File: src/rtl/mips_mc_pkg.sv
// +------------------------------------------------------------------+
// | mips_mc_pkg: states, opcodes and control encodings for the MIPS  |
// | multicycle sequencer.                 Revision: 1.0              |
// +------------------------------------------------------------------+
`default_nettype none

package mips_mc_pkg;

  typedef enum logic [3:0] {
    S_FETCH   = 4'd0,
    S_DECODE  = 4'd1,
    S_MEMADR  = 4'd2,
    S_MEMRD   = 4'd3,
    S_MEMWB   = 4'd4,
    S_MEMWR   = 4'd5,
    S_EXECUTE = 4'd6,
    S_ALUWB   = 4'd7,
    S_BRANCH  = 4'd8,
    S_ADDIEX  = 4'd9,
    S_ADDIWB  = 4'd10,
    S_JUMP    = 4'd11
  } state_t;

  localparam logic [5:0] OP_RTYPE = 6'h00;
  localparam logic [5:0] OP_LW    = 6'h23;
  localparam logic [5:0] OP_SW    = 6'h2B;
  localparam logic [5:0] OP_BEQ   = 6'h04;
  localparam logic [5:0] OP_ADDI  = 6'h08;
  localparam logic [5:0] OP_J     = 6'h02;

  localparam logic [1:0] ALUOP_ADD   = 2'b00;
  localparam logic [1:0] ALUOP_SUB   = 2'b01;
  localparam logic [1:0] ALUOP_FUNCT = 2'b10;

  localparam logic [1:0] PCSRC_ALU    = 2'b00;
  localparam logic [1:0] PCSRC_ALUOUT = 2'b01;
  localparam logic [1:0] PCSRC_JUMP   = 2'b10;

  localparam logic [1:0] SRCB_REGB = 2'b00;
  localparam logic [1:0] SRCB_FOUR = 2'b01;
  localparam logic [1:0] SRCB_IMM  = 2'b10;
  localparam logic [1:0] SRCB_IMM2 = 2'b11;

  // A store only completes once memory acknowledges it.
  function automatic logic is_retire(input state_t s, input logic mem_ready);
    case (s)
      S_MEMWB, S_ALUWB, S_ADDIWB, S_BRANCH, S_JUMP: is_retire = 1'b1;
      S_MEMWR:                                      is_retire = mem_ready;
      default:                                      is_retire = 1'b0;
    endcase
  endfunction

endpackage

`default_nettype wire

File: src/rtl/mc_out_decode.sv
// +------------------------------------------------------------------+
// | mc_out_decode: combinational state-to-control-word decoder.      |
// |                                       Revision: 1.0              |
// +------------------------------------------------------------------+
`default_nettype none

module mc_out_decode
  import mips_mc_pkg::*;
(
  input  logic [3:0] state,
  input  logic       mem_ready,
  input  logic       zero,
  output logic       mem_req,
  output logic       iord,
  output logic       mem_write,
  output logic       ir_write,
  output logic       pc_en,
  output logic [1:0] pc_src,
  output logic       alu_src_a,
  output logic [1:0] alu_src_b,
  output logic [1:0] alu_op,
  output logic       reg_dst,
  output logic       mem_to_reg,
  output logic       reg_write
);

  always_comb begin
    mem_req    = 1'b0;
    iord       = 1'b0;
    mem_write  = 1'b0;
    ir_write   = 1'b0;
    pc_en      = 1'b0;
    pc_src     = PCSRC_ALU;
    alu_src_a  = 1'b0;
    alu_src_b  = SRCB_REGB;
    alu_op     = ALUOP_ADD;
    reg_dst    = 1'b0;
    mem_to_reg = 1'b0;
    reg_write  = 1'b0;
    case (state_t'(state))
      S_FETCH: begin
        mem_req   = 1'b1;
        alu_src_b = SRCB_FOUR;
        ir_write  = mem_ready;
        pc_en     = mem_ready;
      end
      S_DECODE: alu_src_b = SRCB_IMM2;
      S_MEMADR, S_ADDIEX: begin
        alu_src_a = 1'b1;
        alu_src_b = SRCB_IMM;
      end
      S_MEMRD: begin
        mem_req = 1'b1;
        iord    = 1'b1;
      end
      S_MEMWR: begin
        mem_req   = 1'b1;
        iord      = 1'b1;
        mem_write = 1'b1;
      end
      S_MEMWB: begin
        reg_write  = 1'b1;
        mem_to_reg = 1'b1;
      end
      S_EXECUTE: begin
        alu_src_a = 1'b1;
        alu_op    = ALUOP_FUNCT;
      end
      S_ALUWB: begin
        reg_write = 1'b1;
        reg_dst   = 1'b1;
      end
      S_ADDIWB: reg_write = 1'b1;
      S_BRANCH: begin
        alu_src_a = 1'b1;
        alu_op    = ALUOP_SUB;
        pc_src    = PCSRC_ALUOUT;
        pc_en     = zero;
      end
      S_JUMP: begin
        pc_src = PCSRC_JUMP;
        pc_en  = 1'b1;
      end
      default: ;
    endcase
  end

endmodule

`default_nettype wire

File: src/rtl/mips_mc_ctrl.sv
// +------------------------------------------------------------------+
// | mips_mc_ctrl: multicycle MIPS control sequencer with memory      |
// | handshake and retired-instruction counter.   Revision: 1.0       |
// +------------------------------------------------------------------+
`default_nettype none

module mips_mc_ctrl
  import mips_mc_pkg::*;
#(
  parameter int CNT_W = 32
) (
  input  logic             clk,
  input  logic             rst,
  input  logic [5:0]       op,
  input  logic             zero,
  input  logic             mem_ready,
  output logic             mem_req,
  output logic             iord,
  output logic             mem_write,
  output logic             ir_write,
  output logic             pc_en,
  output logic [1:0]       pc_src,
  output logic             alu_src_a,
  output logic [1:0]       alu_src_b,
  output logic [1:0]       alu_op,
  output logic             reg_dst,
  output logic             mem_to_reg,
  output logic             reg_write,
  output logic             illegal_op,
  output logic [3:0]       state_o,
  output logic [CNT_W-1:0] instr_count
);

  state_t           state_q, state_d;
  logic             illegal_op_q, illegal_op_d;
  logic [CNT_W-1:0] instr_count_q, instr_count_d;

  logic w_mem_req, w_mem_write, w_ir_write, w_pc_en, w_reg_write;

  always_ff @(posedge clk) begin
    if (rst) begin
      state_q       <= S_FETCH;
      illegal_op_q  <= 1'b0;
      instr_count_q <= '0;
    end else begin
      state_q       <= state_d;
      illegal_op_q  <= illegal_op_d;
      instr_count_q <= instr_count_d;
    end
  end

  always_comb begin
    state_d       = state_q;
    illegal_op_d  = illegal_op_q;
    instr_count_d = instr_count_q;
    case (state_q)
      S_FETCH:  if (mem_ready) state_d = S_DECODE;
      S_DECODE: begin
        case (op)
          OP_LW, OP_SW: state_d = S_MEMADR;
          OP_RTYPE:     state_d = S_EXECUTE;
          OP_BEQ:       state_d = S_BRANCH;
          OP_ADDI:      state_d = S_ADDIEX;
          OP_J:         state_d = S_JUMP;
          default: begin
            state_d      = S_FETCH;
            illegal_op_d = 1'b1;
          end
        endcase
      end
      S_MEMADR:  state_d = (op == OP_SW) ? S_MEMWR : S_MEMRD;
      S_MEMRD:   if (mem_ready) state_d = S_MEMWB;
      S_MEMWR:   if (mem_ready) state_d = S_FETCH;
      S_EXECUTE: state_d = S_ALUWB;
      S_ADDIEX:  state_d = S_ADDIWB;
      default:   state_d = S_FETCH;
    endcase
    if (is_retire(state_q, mem_ready) && (instr_count_q != '1))
      instr_count_d = instr_count_q + {{(CNT_W-1){1'b0}}, 1'b1};
  end

  mc_out_decode u_dec (
    .state      (state_q),
    .mem_ready  (mem_ready),
    .zero       (zero),
    .mem_req    (w_mem_req),
    .iord       (iord),
    .mem_write  (w_mem_write),
    .ir_write   (w_ir_write),
    .pc_en      (w_pc_en),
    .pc_src     (pc_src),
    .alu_src_a  (alu_src_a),
    .alu_src_b  (alu_src_b),
    .alu_op     (alu_op),
    .reg_dst    (reg_dst),
    .mem_to_reg (mem_to_reg),
    .reg_write  (w_reg_write)
  );

  // Enables are held off for the whole reset window, whatever the state.
  assign mem_req     = w_mem_req   & ~rst;
  assign mem_write   = w_mem_write & ~rst;
  assign ir_write    = w_ir_write  & ~rst;
  assign pc_en       = w_pc_en     & ~rst;
  assign reg_write   = w_reg_write & ~rst;
  assign illegal_op  = illegal_op_q;
  assign state_o     = state_q;
  assign instr_count = instr_count_q;

endmodule

`default_nettype wire

File: config.mk
export PLATFORM = sky130hd
export DESIGN_NAME = mips_mc_ctrl
export DESIGN_NICKNAME = d
export VERILOG_FILES = /design/src/rtl/mips_mc_pkg.sv /design/src/rtl/mc_out_decode.sv /design/src/rtl/mips_mc_ctrl.sv
export SDC_FILE = /design/constraint.sdc
export NUM_CORES = 1
export LEC_CHECK = 0
export ABC_AREA = 1
export ABC_CLOCK_PERIOD_IN_PS = 3500
export CAP_MARGIN = 20
export CORE_ASPECT_RATIO = 1.1
export CORE_UTILIZATION = 35
export CTS_BUF_LIST = sky130_fd_sc_hd__clkbuf_16
export DETAILED_ROUTE_END_ITERATION = 8
export HOLD_SLACK_MARGIN = 0.12
export PLACE_DENSITY = 0.59
export SLEW_MARGIN = 5
export SYNTH_ARGS = -nofsm -noshare
export SYNTH_HDL_FRONTEND = slang
export SYNTH_HIERARCHICAL = 1
export SYNTH_SLANG_ARGS = --single-unit
export TNS_END_PERCENT = 50
File: constraint.sdc
create_clock -name clk -period 3.5 [get_ports clk]
set_input_delay 0.35 -clock clk [delete_from_list [all_inputs] [get_ports clk]]
set_output_delay 0.35 -clock clk [all_outputs]
set_load 0.01 [all_outputs]
==> flow_summary.ini <==
[clocking]
htreeDepth = 2
postCtsResizedCells = 0
clockRootBuffer = clkbuf_16
insertion_delay_ns = 0.28
cts_inserted_buffers = 5
cts_hold_buf = 0
cts_sinks = 37
cts.path.max_buffers = 2
tritoncts = built
clkTransAtPathRegs_ns = 0.06
post_cts_buffers = 0

[power]
ir_drop_mv = 0.156
power_density_nw_per_um2 = 256
leakagePower_nw = 1.37

[global_routing]
grt_pass1_vias = 2901
grt_pass1_wl_mm = 13.4
grt_antenna_before_repair = 0
track_usage_pct = 20.1
grt_start_max_net_pins = 35
overflow = 0

[timing]
setup_tns_ns = 0
fin_ws_ns = 1.31
hold_slack_ns = 0.452
maxSlewViolCount = 0
min_period_ns = 2.19
max_slew_margin_pct = 69.7
fmax_mhz = 457
worst_pin_slew_ns = 0.453
finalCritPeriodShare_pct = 62.6
fin_skew_ns = 0.00651
grt_setup_unrepaired = no
hold_violations = 0
report.final.setup_viol = 0

[placed_design]
routabilityCongestion = 0.865
dp_slack_ns = 1.34
numPortBuffers = 61
hpwlAfterDp_mm = 6.14
placed_area_um2 = 3510

[critical_path]
slowest_delay_ns = 0.54
crit_path_cell_trace = nor2_1, nand3_1, nand3_1, inv_1, nor2_1, clkdlybuf4s50_1
slowest_stage = clkdlybuf4s50_1
cp_max_fo = 11
end_kind = output port
critPathRequiredTime_ns = 3.15
critPathKind = reg -> out
critPathArrivalTime_ns = 1.84
critPathLaunchType = register

[logic_synthesis]
synth_seq_area_share_pct = 26.1
yosysTopAreaCellShare_pct = 26.1
yosysWarnings = 6
syn_inst = 498
syn_area_per_cell_um2 = 5.69
syn-cell-area_um2 = 2840
synthesis.nets = 509
synth_top_area_cell = dfxtp_1
synthTopCellsByArea = dfxtp_1, nand2_1, nor2_1
ys_ff_latch = 37
synthDistinctLibCells = 28

[floorplan]
rows = 34
die_h_um = 96.4
die_area_um2 = 8460
ios = 62
initial_core_util_pct = 36.0
die_x_um = 87.8
core_um2 = 7870

[layout]
diodes = 0
nets = 569
drive_gt1_share_pct = 7.35
final_area_um2 = 3650
num-fill-cells = 854
area_delta_synth_final_pct = 28.6

[hold_path]
hold_class = reg -> reg

[route]
wl_per_cell_um = 11.9
first_pass_iters = 6
num_vias = 3102
drc = 0
ant_nets = 0
viasPerCell = 4.66
drt_iter0_drc = 101
wirelength_mm = 7.94

[outcome]
status = complete, no violations

[run]
cap_violations = 0
[routing by layer]
metal  part of all wire [%]  track usage, %  vias to the layer above  wire length (um)
met5                      0               0                        -                 0
met4                    1.3            4.51                        0               100
met1                     46            24.2                     1398              3630
met2                     50            36.7                       49              3930
met3                    3.5            3.74                        8               274
li1                       -               -                     1647                 -
[worst max-delay path: cells and delay by family, from the launching register on]
kind | cells | cell delay, ns
simple gates | 4 | 0.55
flops | 1 | 0.43
buf+inv | 2 | 0.58
[state kept, by name, summed over array words and instances, names as in the netlist]
register     flops
illegal_op       1
state_o          4
instr_count     32
[synth_stat cells, drive strengths merged]
master / number
a21oi: 33
clkbuf: 4
o21ai: 7
dfxtp: 37
nand4: 5
nor2: 89
nor3: 1
ha: 1
o2111ai: 1
buf: 5
xor2: 5
nand2: 201
nor4: 1
nand3b: 1
xnor2: 7
and2: 1
nand3: 36
inv: 63
[layout by cell type, fill, tap and decap left out]
cell type / count
nand2_1: 186
nor2_1: 80
inv_1: 61
clkdlybuf4s50_1: 61
dfxtp_1: 37
nand3_1: 36
a21oi_1: 25
nand2_2: 12
a21oi_2: 8
xnor2_1: 7
nor2_2: 6
o21ai_0: 5
nand4_1: 5
xor2_1: 5
clkbuf_16: 5
nor2_4: 3
inv_2: 2
nand2_4: 2
o21ai_1: 2
nand2_8: 1
inv_4: 1
and2_1: 1
nor3_1: 1
nand3b_1: 1
o2111ai_1: 1
nor4_1: 1
ha_1: 1
clkinv_1: 1
buf_4: 1
[cell families (layout without fill, tap and decap cells)]
| family | Yosys count | in the layout | synth area share, % |
|---|---|---|---|
| xor gates and xnor gates | 12 | 12 | 3.71 |
| and+or+nand+nor | 335 | 335 | 50.2 |
| DFF | 37 | 37 | 26.1 |
| AOI/OAI and AO/OA | 41 | 41 | 8.43 |
| adders and majority gates | 1 | 1 | 0.441 |
| buffers and inverters | 72 | 132 | 11.1 |
[final cells by class]
cell class	count	area (um^2)	area share (%)
tap	108	135	3.71
clock buffer	5	125	3.43
inverter	63	239	6.55
multi-input combinational	389	1780	48.8
sequential	37	741	20.3
timing repair buffer	62	618	17.0
clock inverter	2	7.51	0.206
[where the power goes]
part / internal, W / total, W / switching [W]
registers: 0.000424 / 0.000429 / 0.00000508
clock network: 0.000255 / 0.000428 / 0.000173
logic: 0.0000349 / 0.0000779 / 0.0000430
total: 0.000714 / 0.000935 / 0.000221
[path summary, 6_finish.rpt]
check,start,to,slack (ns),cells past startpoint
setup / recovery,state_o[1],pc_en,1.31,6
hold / removal,illegal_op,illegal_op,0.45,2
setup reg to reg,instr_count[0],instr_count[12],1.41,10
hold reg to reg,illegal_op,illegal_op,0.45,2
[metrics by stage]
stage / cells / utilization (%) / power [W]
final: 666 / 46.3 / 0.000935
after CTS: 666 / 46.3 / 0.000947
after global routing: 666 / 46.3 / 0.000969
after floorplan: 498 / - / 0.000481
after global placement: 659 / 44.6 / 0.000517
after detailed placement: 659 / 44.6 / 0.000517
Power figures use the tool's default switching activity.
==> RTL edit 1, RTL diff (same settings) <==
Set the parameter `CNT_W` to 36 (it was 32).
--- a/src/rtl/mips_mc_ctrl.sv
+++ b/src/rtl/mips_mc_ctrl.sv
@@ -7,7 +7,7 @@
 module mips_mc_ctrl
   import mips_mc_pkg::*;
 #(
-  parameter int CNT_W = 32
+  parameter int CNT_W = 36
 ) (
   input  logic             clk,
   input  logic             rst,
Ports: changed (resized instr_count); port bits go from 62 to 66. The function was not compared with the original's and may differ.
==> RTL edit 1 against the unedited design <==
  * Synthesized area increased by 6.2%
  * Worst hold slack improved by 35 ps
  * Via count increased by 5.3%
  * Worst setup slack got worse by 66 ps
  * Die area increased by 6.1%
  * Sequential share of layout area increased by 0.93 points
  * Combinational power increased by 5.3%
  * Synthesized cell count increased by 4.0%
  * Core utilization decreased by 0.13 points
  * Routed wire length increased by 5.3%
  * Power increased by 6.3%
  * Design area increased by 6.0%
  * Sequential cell count increased by 4
==> RTL edit 1: results (changes against the unedited design) <==
Post-Place Cells 684 (was 659); PD cells 257.3 mW/mm2 (was 256.4 mW/mm2); CP max-delay cell dfxtp_1 (was clkdlybuf4s50_1); gpl congestion 0.8955 (was 0.8648); final WL 8354 um (was 7935 um); NumNets Final 591 (was 569); Largest register FFs 36 (was 32); LEAKAGE 1.504 nW (was 1.371 nW); Unique masters post-synth 31 (was 28); placed cell areas 0.003727 mm2 (was 0.003513 mm2); Post-Synth XOR/XNOR Area 5.235% (was 3.707%); clock network power share 44.0% (was 45.7%); Initial DRC Count 138 (was 101); fillers 904 (was 854); Adder-Cell Fraction of Synth Area 0.4155% (was 0.4413%); layout cell share with drive strength beyond 1 4.819% (was 7.348%); largest fanout on the critical path 12 (was 11); DP HPWL 6454 um (was 6144 um); DR WL/cell 12.07 um (was 11.91 um); slowest stage delay, CP 580 ps (was 540 ps); drt pass-1 iters 5 (was 6); worst min path class reg2reg (unchanged); synthesized area per cell 5.814 um2 (was 5.693 um2); Overall Global Routing Usage 19.78% (was 20.08%); worst slew pin tran 431.3 ps (was 452.8 ps); post-synthesis compound-gate area fraction 7.063% (was 8.429%); CTS Buffer Depth 2 (unchanged); vias in the first global route 3109 (was 2901); first-pass GRT wire length 14370 um (was 13390 um); final clock skew 2.637 ps (was 6.512 ps); top cells by area, synth dfxtp_1 (27%), nand2_1 (23%), nor2_1 (11%) (was dfxtp_1 (26%), nand2_1 (25%), nor2_1 (11%)); Net Sw Frac 23.32% (was 23.62%); status finished, final reports clean (unchanged); Seq/Total Area, Yosys 27.25% (was 26.13%); Worst VDD drop 0.1463 mV (was 0.1562 mV); I/O Buffers 65 (was 61); Synth top cells by count nand2_1 (183), nor2_1 (86), inv_1 (63), dfxtp_1 (41), a21oi_1 (34) (was nand2_1 (186), nor2_1 (80), inv_1 (60), dfxtp_1 (37), nand3_1 (36)); Vias per Instance 4.720 (was 4.658); pre-CTS WS 1349 ps (was 1341 ps)
## RTL edit 1: cell types whose count changed after synthesis, moves of 3 or more
cell,change
o21ai_0,-4
nand2_2,-8
a21oi_2,-6
a21oi_1,+9
nand3_1,-6
inv_1,+3
nand3b_1,+5
nand4_1,+8
nor2_1,+6
nor3_1,+3
dfxtp_1,+4
xor2_1,+8
nand2_1,-3
## RTL edit 1: layout make-up
class                      count  area share (%)
inverter                      67           6.574
multi-input combinational    399           48.02
tap                          111           3.595
sequential                    41           21.24
clock inverter                 3          0.2915
clock buffer                   5           3.238
timing repair buffer          66           17.03
## RTL edit 1: kinds of logic after synthesis
| family | Yosys count |
|---|---|
| fa+ha+maj | 1 |
| xor+xnor | 18 |
| buf+inv | 78 |
| simple gates | 340 |
| flops | 41 |
| compound gates | 40 |
## RTL edit 1: layer usage
metal,vias to the layer above,routed length (um),GRT usage (%)
li1,1726,-,-
met1,1449,3716,23.66
met2,85,4064,35.76
met3,6,490,4.128
met4,0,82,5.583
met5,-,0,0
## RTL edit 1: final timing paths
| kind | from | end | slack (ps) | cells after the start |
|---|---|---|---|---|
| worst max register to register | instr_count[1] | instr_count[24] | 1360 | 12 |
| worst min-delay path | illegal_op | illegal_op | 490 | 2 |
| worst min register to register | illegal_op | illegal_op | 490 | 2 |
| worst max-delay path | state_o[1] | mem_req | 1240 | 7 |
## RTL edit 1: power groups by stage
stage,Clock (mW),Sequential [mW],Combinational [mW]
after floorplan,0,0.485,0.0447
after global placement,0,0.485,0.0815
after detailed placement,0,0.485,0.0817
after CTS,0.447,0.475,0.0824
after global routing,0.475,0.475,0.0910
final,0.437,0.475,0.0820
==> RTL edit 2, RTL diff (same settings) <==
Without the edit above. Put one more register stage on the output `instr_count`, with the module's reset. The value now appears one clock later. The other outputs are not delayed to match.
--- a/src/rtl/mips_mc_ctrl.sv
+++ b/src/rtl/mips_mc_ctrl.sv
@@ -105,7 +105,13 @@
   assign reg_write   = w_reg_write & ~rst;
   assign illegal_op  = illegal_op_q;
   assign state_o     = state_q;
-  assign instr_count = instr_count_q;
+  always_ff @(posedge clk) begin
+    if (rst) begin
+      instr_count <= '0;
+    end else begin
+      instr_count <= instr_count_q;
+    end
+  end
 
 endmodule
 
Check against the original RTL: not equivalent (a bounded check fails within 4 cycles, from zero or initial values and one cycle with rst high).
==> RTL edit 2 against the unedited design <==
  * Fmax down 3.5%
  * Power up 97%
  * Sequential share of layout area up 9.3 points
  * Sequential cell count up 32
  * Synthesized area up 29%
  * Routed wire length up 11%
  * Worst setup slack worse by 79 ps
  * Design area up 28%
==> RTL edit 2: results (changes against the unedited design) <==
status finished, final reports clean (unchanged); vias in the first global route 3292 (was 2901); top-count cell post-synth nand2_1 (unchanged); post-route insts no fill 783 (was 666); worst min path class reg2reg (unchanged); Initial DRC Count 161 (was 101); final WL 8842 um (was 7935 um); CTS Buffer Depth 2 (unchanged); Slew headroom 61.30% (was 69.70%); layout cell share with drive strength beyond 1 6.843% (was 7.348%); Seq/Total Area, Yosys 37.67% (was 26.13%); gpl congestion 0.9337 (was 0.8648); fillers 1053 (was 854); Worst VDD drop 0.2136 mV (was 0.1562 mV); Max H-tree Level 3 (was 2); Post-Place Cells 767 (was 659); drt pass-1 iters 5 (was 6); Vias per Instance 4.579 (was 4.658); PD cells 393.9 mW/mm2 (was 256.4 mW/mm2); DP HPWL 6614 um (was 6144 um); final clock skew 6.929 ps (was 6.512 ps); largest fanout on the critical path 8 (was 11); Net Switching 0.3983 mW (was 0.2209 mW); Overall Global Routing Usage 17.35% (was 20.08%); # resized after CTS 0 (unchanged); Synth top cells by count nand2_1 (180), nor2_1 (123), inv_1 (80), dfxtp_1 (69), nand3_1 (32) (was nand2_1 (186), nor2_1 (80), inv_1 (60), dfxtp_1 (37), nand3_1 (36)); LEAKAGE 1.869 nW (was 1.371 nW); placed cell areas 0.004357 mm2 (was 0.003513 mm2); antenna diode count 0 (unchanged); clk_lat worst skew 340 ps (was 280 ps); slowest stage delay, CP 550 ps; Inserted Clock Buffers 9 (was 5); top cells by area, synth dfxtp_1 (38%), nand2_1 (18%), nor2_1 (13%) (was dfxtp_1 (26%), nand2_1 (25%), nor2_1 (11%)); synthesized area per cell 6.356 um2 (was 5.693 um2); Critical Path AT 1920 ps (was 1840 ps); NumNets Final 649 (was 569); Reg power frac 43.1% (was 45.9%); Unique masters post-synth 27 (was 28); first-pass GRT wire length 14710 um (was 13390 um); Synth Net Count 588 (was 509); Clock transition at path regs 50 ps; number of post-CTS setup repair buffers 0 (unchanged); pre-CTS WS 1408 ps (was 1341 ps)
## RTL edit 2: worst max-delay path, delay by kind of cell, from the launching register on
kind	cells	cell delay (ps)
flops	1	520
simple gates	4	370
buf+inv	3	690
## RTL edit 2: worst paths after layout
| kind | startpoint | end | slack [ps] |
|---|---|---|---|
| setup / recovery | state_o[3] | pc_en | 1230 |
| setup reg to reg | instr_count_q[0] | instr_count_q[10] | 1540 |
| hold / removal | illegal_op | illegal_op | 450 |
| hold reg to reg | illegal_op | illegal_op | 450 |
## RTL edit 2: layout make-up
cell class              instances  share of cell area (%)
inverters                      82                   6.642
clock inverters                 7                   1.928
well taps                     140                   3.749
clock buffers                   9                   4.821
multi-input cells             414                   40.17
flip-flops and latches         69                   29.57
repair buffers                 62                   13.12
## RTL edit 2: cell families after synthesis
logic type	Yosys count	synth area share [%]
and+or+nand+nor	365	42.24
adders and majority gates	1	0.3411
buffers and inverters	94	11.16
AOI/OAI and AO/OA	35	5.493
DFF	69	37.67
xor gates and xnor gates	13	3.105
## RTL edit 2: routing by layer
layer	wire length [um]	GRT usage [%]	share of wire, %
met3	410	4.196	4.6
met4	191	7.248	2.2
met5	0	0	0
met1	4060	20.57	46
met2	4179	30.11	47
## RTL edit 2: power groups by stage
stage,registers (mW),logic [mW],clock network [mW]
3_3_place_gp,0.810,0.0834,0
5_1_grt,0.793,0.0923,1.02
2_1_floorplan,0.811,0.0476,0
3_5_place_dp,0.810,0.0837,0
6_report,0.793,0.0834,0.964
4_1_cts,0.793,0.0841,0.988
